$ cat config.mk
export PLATFORM = sky130hd
export DESIGN_NAME = reg_file_32
export DESIGN_NICKNAME = d
export VERILOG_FILES = /design/src/rtl/reg_file_32.sv
export SDC_FILE = /design/constraint.sdc
export NUM_CORES = 2
export LEC_CHECK = 0
export CAP_MARGIN = 30
export CORE_MARGIN = 2
export CORE_UTILIZATION = 25
export DETAILED_ROUTE_END_ITERATION = 8
export GPL_TIMING_DRIVEN = 0
export HOLD_SLACK_MARGIN = 0.02
export PLACE_DENSITY = 0.48
export SYNTH_ARGS = -nofsm -noshare
export SYNTH_HDL_FRONTEND = slang
export SYNTH_SLANG_ARGS = --single-unit
$ cat constraint.sdc
create_clock -name clk -period 46.2 [get_ports clk]
set_input_delay 9.24 -clock clk [delete_from_list [all_inputs] [get_ports clk]]
set_output_delay 9.24 -clock clk [all_outputs]
set_load 0.02 [all_outputs]
$ cat src/rtl/reg_file_32.sv
// ============================================================================
// reg_file_32 : 32x32 register file with hardwired r0, optional write-to-read
//               forwarding, captured ALU status flags and a commit counter.
// Revision    : 1.0
// ============================================================================
`default_nettype none

module reg_file_32 #(
  parameter int DATA_W = 32,
  parameter int ADDR_W = 5,
  parameter int BYPASS = 1
) (
  input  logic              clk,
  input  logic              reset,
  input  logic [ADDR_W-1:0] rd_addr_a,
  input  logic [ADDR_W-1:0] rd_addr_b,
  output logic [DATA_W-1:0] rd_data_a,
  output logic [DATA_W-1:0] rd_data_b,
  input  logic              wr_en,
  input  logic [ADDR_W-1:0] wr_addr,
  input  logic [DATA_W-1:0] wr_data,
  input  logic              flag_we,
  input  logic              zero_in,
  input  logic              carry_in,
  input  logic              ovf_in,
  output logic [2:0]        flags,
  output logic [15:0]       write_count
);

  localparam int DEPTH = 1 << ADDR_W;

  logic [DATA_W-1:0] w_entry [DEPTH];
  logic              w_commit;
  logic [DATA_W-1:0] w_stored_a;
  logic [DATA_W-1:0] w_stored_b;
  logic [2:0]        r_flags;
  logic [15:0]       r_write_count;

  // Gating with reset keeps forwarded data from leaking out while in reset.
  assign w_commit = wr_en && (wr_addr != '0) && !reset;

  for (genvar gi = 0; gi < DEPTH; gi++) begin : g_entry
    if (gi == 0) begin : g_zero
      assign w_entry[gi] = '0;
    end else begin : g_reg
      logic [DATA_W-1:0] r_q;
      always_ff @(posedge clk or posedge reset) begin
        if (reset) begin
          r_q <= '0;
        end else if (w_commit && (wr_addr == ADDR_W'(gi))) begin
          r_q <= wr_data;
        end
      end
      assign w_entry[gi] = r_q;
    end
  end

  assign w_stored_a = w_entry[rd_addr_a];
  assign w_stored_b = w_entry[rd_addr_b];

  if (BYPASS != 0) begin : g_bypass
    assign rd_data_a = (w_commit && (wr_addr == rd_addr_a)) ? wr_data : w_stored_a;
    assign rd_data_b = (w_commit && (wr_addr == rd_addr_b)) ? wr_data : w_stored_b;
  end else begin : g_no_bypass
    assign rd_data_a = w_stored_a;
    assign rd_data_b = w_stored_b;
  end

  always_ff @(posedge clk or posedge reset) begin
    if (reset) begin
      r_flags <= 3'b000;
    end else if (flag_we) begin
      r_flags <= {ovf_in, carry_in, zero_in};
    end
  end

  always_ff @(posedge clk or posedge reset) begin
    if (reset) begin
      r_write_count <= 16'h0000;
    end else if (w_commit) begin
      r_write_count <= r_write_count + 16'h0001;
    end
  end

  assign flags       = r_flags;
  assign write_count = r_write_count;

endmodule

`default_nettype wire
Word-level counts from Yosys, hierarchy flattened

Index checks and enable logic that the tools add are counted.

Register bits: 1011
Output and inout port bits: 83

Mux-type cells: 8
Bitwise gates (word level): 2
Reductions and logical operators: 37
$add $sub $neg: 1
Eq/ne operators: 33
$lt $le $gt $ge: 2

Operator list:

| operator                | count |
|---|---|
| $bmux W32 S5            | 2 |
| $mux W32                | 6 |
| $eq A5 B5 Y1 const B    | 16 |
| $eq A5 B4 Y1 const B    | 8 |
| $logic_and A1 B1 Y1     | 35 |
| $eq A5 B3 Y1 const B    | 4 |
| $add A16 B1 Y16 const B | 1 |
| $ge A6 B6 Y1 const B    | 2 |
| $not A5 Y6              | 2 |
| $eq A5 B2 Y1 const B    | 2 |
| $eq A5 B5 Y1            | 2 |
| $eq A5 B1 Y1 const B    | 1 |
| $reduce_bool A5 Y1      | 1 |
| $logic_not A1 Y1        | 1 |

Depth between registers and ports, before layout

Depth in word-level cells: 5
Gate-level depth with buffers: 9
Depth with buffers taken out: 5

Worst setup path after synthesis

Ideal clock, no wire load.

Path type: input to output
Start: input rd_addr_a[2]
End: output rd_data_a[29]
Path slack: 25969 ps
Stages: 7
Data arrival time: 10991 ps
Data required time: 36960 ps
Buffers on the path: 4
Cells stage by stage: buf_2 buf_2 buf_2 and2_1 clkbuf_1 a221oi_1 o31ai_1

Cells in the longest elaborated chain, start to end: 5
Elaborated cells between the ends (all ways): 7

RTL lines:

| element                                      | line | RTL |
|---|---|---|
| start, declared                              | 15   | `input logic [ADDR_W-1:0] rd_addr_a,` |
| $not A5 Y6 (implied by the code)             | 58   | `assign w_stored_a = w_entry[rd_addr_a];` |
| $bmux W32 S5                                 | 58   |  |
| $mux W32 (implied by the code) (2 in series) | 58   |  |
| $mux W32 *                                   | 62   | `assign rd_data_a = (w_commit && (wr_addr == rd_addr_a)) ? wr_data : w_stored_a;` |
| end, declared                                | 17   | `output logic [DATA_W-1:0] rd_data_a,` |

Mark *: on every way between the ends. The rest lies on a longest branch, timed or not. The select of a mux whose other input is x is not followed.

Worst setup path in the final report

Start: input rd_addr_a[1]
End: output rd_data_a[19]

Same word-level chain as after synthesis.

==> metrics.csv <==
stage,metric,value,unit
drt,vias_per_cell,5.44,
logic_synthesis,synth.distinct_cells,50,
grt,grt.busiest_layer,met2,
min_path,hold_class,flop to flop,
timing,setup_viol,0,
logic_synthesis,synthFlopType,dfrtp_1,
logic_synthesis,synthTopCellsByArea,"dfrtp_1 47%, mux2_2 23%, mux4_2 16%, buf_2 1.5%, a221oi_1 1.4%",
logic_synthesis,syn_area,54200,um^2
grt,grt_pass1_vias,38900,
placement,placed_cells,6794,
logic_synthesis,syn_area_per_cell,14.4,um^2
clock_network,clkSlewWorstSetupHoldPaths,0.06,ns
worst_setup_path,worstPathArrival,14.01,ns
logic_synthesis,synth.most_common_cell,mux2_2,
worst_setup_path,reg2reg_slack,44.67,ns
worst_setup_path,r2r_cells,5,
min_path,hp-start,write_count[15]$_DFFE_PP0P_,
grt,antenna_found_initial,17,
layout,drive_gt1_share,47.1,%
clock_network,cts-root-buf,clkbuf_16,
timing,post-route-min-period,23.25,ns
layout,syn2layout_area_growth,18.4,%
grt,overflow,0,
outcome,status,finished clean,
clock_network,cts_tree,yes,
logic_synthesis,ys_warn_count,0,
worst_setup_path,r2r_start,write_count[6]$_DFFE_PP0P_,
worst_setup_path,crit_path_start_kind,primary input,
placement,place.gp.congestion,0.909,
floorplan,die_w,470,um
worst_setup_path,worst_setup_path_end_kind,primary output,
worst_setup_path,r2r-end,write_count[15]$_DFFE_PP0P_,
timing,clock_skew,0.00179,ns
pwr,powerDensity,40.1,nW/um^2
floorplan,die_area,220000,um^2
logic_synthesis,async_flop_share,100,%
drt,drt_iter0_drc,4088,
logic_synthesis,syn-num-nets,3829,
pwr,power_leakage,27.8,nW
floorplan,io_pins,137,
floorplan,core_area,215000,um^2
drt,vias,38300,
grt,grtUsageTotal,20.5,%
timing,rsz0062_at_grt,false,
logic_synthesis,synth_top_cell_by_area,dfrtp_1,
timing,final_max_slew_viol_count,0,
timing,holdWs,0.479,ns
job,drv_cap,0,
pwr,power,2.57,mW
floorplan,die-height,470,um
timing,relSlewSlack,24.0,%
drt,routed_wl,231,mm
logic_synthesis,synth_edf_count,0,
drt,drc,0,
clock_network,cts.sinks,1011,
timing,worst_pin_slew,1.14,ns
timing,max_freq,0.0430,GHz
grt,grt_max_degree,126,
worst_setup_path,crit_type,primary input to primary output,
logic_synthesis,synth_common_cells,"1125 x mux2_2, 1011 x dfrtp_1, 385 x mux4_2, 170 x clkbuf_1, 164 x buf_2",
drt,wl_per_cell,32.8,um
grt,met3_usage,4.78,%
worst_setup_path,cp_max_fo,10,
layout,nFillCells,21700,
grt,grt_util_met1,27.1,%
logic_synthesis,synth_seq_cells,1011,
pwr,vdd_drop_max,0.0346,mV
timing,timing.final.crit_share,50.3,%
clock_network,htree_levels,3,
floorplan,num_rows,170,
grt,grtUsageMet2,31.1,%
drt,drt_pass1_iterations,8,
grt,grt_pass1_wl,318,mm
clock_network,post_cts_buffers,0,
timing,hold_viol_final,0,
clock_network,clock_path_buffers,3,
worst_setup_path,worstPathRequired,36.96,ns
floorplan,start_util,25.2,%
clock_network,cts_buffers,116,
layout,nets,4136,
layout,layout.cells.non_filler,7033,
clock_network,clock_latency,0.76,ns
clock_network,ctsHoldBuffers,0,
drt,ant_nets,0,
logic_synthesis,seq_area_frac_synth,46.7,%
placement,place_hpwl,166,mm
min_path,min_to,write_count[15]$_DFFE_PP0P_,
placement,io_buffers,130,
clock_network,ctsResizeCount,0,
min_path,whs_path_depth,1,
logic_synthesis,synth_cells,3774,
logic_synthesis,synth_top_cell_area_share,46.7,%
==> final cells by class <==
class | instances | area [um^2] | area share, %
sequential | 1011 | 25300 | 39.4
antenna | 16 | 40.0 | 0.0624
tap | 2838 | 3550 | 5.53
clock inverter | 51 | 753 | 1.17
timing repair buffer | 189 | 2260 | 3.52
clock buffer | 165 | 3380 | 5.27
buffer | 408 | 1900 | 2.96
multi-input combinational | 2350 | 27000 | 42.0
inverter | 5 | 26.3 | 0.0409
==> state kept, by name (all words and copies together), names as in the netlist <==
signal             count
g_entry.g_reg.r_q    992
write_count           16
flags                  3
==> where the power goes <==
part | internal, mW | switching [mW]
Clock | 0.598 | 0.416
Combinational | 0.243 | 0.229
Sequential | 1.00 | 0.0868
==> cells by family (layout without fill, tap and decap cells) <==
family	Yosys count	count (layout)	synth area share (%)
AO/OA/AOI/OAI	486	486	6.43
other	0	16	0
multiplexers	1576	1576	40.6
AND/OR/NAND/NOR	262	262	2.31
XOR/XNOR	25	25	0.404
flip-flops	1011	1011	46.7
buffers and inverters	413	818	3.54
adder cells (fa/ha/maj)	1	1	0.0231
==> placed cells by master (no fill, tap or decap), drive strengths merged, types with 29 or more instances in the layout <==
master            n
a22oi            84
a21oi            33
clkdlybuf4s50   130
o21ai            77
a221oi           89
buf             296
nor3             34
clkinv           29
clkbuf          336
mux2           1125
o22ai            73
nand2            89
mux2i            66
nor2             55
mux4            385
o21bai           32
dfrtp          1011
a211o            32
o22a             32
==> metrics by stage <==
step	instance area [um^2]	TNS, ns	worst slack (ns)	util [%]
after CTS	64100	0	23.03	29.8
after floorplan	54200	0	8.51	-
final	64200	0	22.95	29.8
after detailed placement	59900	0	23.05	27.9
after global placement	59000	-5564.35	-5.63	27.5
after global routing	64200	0	22.91	29.8
==> worst max-delay path, cell delays in order <==
cell and delay, ns:
clkdlybuf4s50_1 0.68, buf_2 0.35, and2_1 0.18, buf_1 0.75, clkbuf_1 0.76, a22oi_1 0.14
and3_1 0.33, o31ai_1 0.80, clkdlybuf4s50_1 0.75
==> worst max path at each step <==
stage	depth (start not counted)	endpoint	startpoint
detailed placement	9	rd_data_a[19]	rd_addr_a[1]
global placement	2	g_entry[12].g_reg.r_q[15]$_DFFE_PP0P_	reset
CTS	9	rd_data_a[19]	rd_addr_a[1]
global route	9	rd_data_a[19]	rd_addr_a[1]
finish	9	rd_data_a[19]	rd_addr_a[1]
floorplan	1	flags[0]$_DFFE_PP0P_	reset
==> layer usage <==
| metal | part of all wire [%] | up-vias |
|---|---|---|
| met5 | 0.0069 | - |
| met4 | 5.8 | 4 |
| met3 | 8.0 | 500 |
| met2 | 45 | 1778 |
| met1 | 42 | 20700 |
| li1 | - | 15300 |
Note: power is estimated with default switching activity, not from simulation.
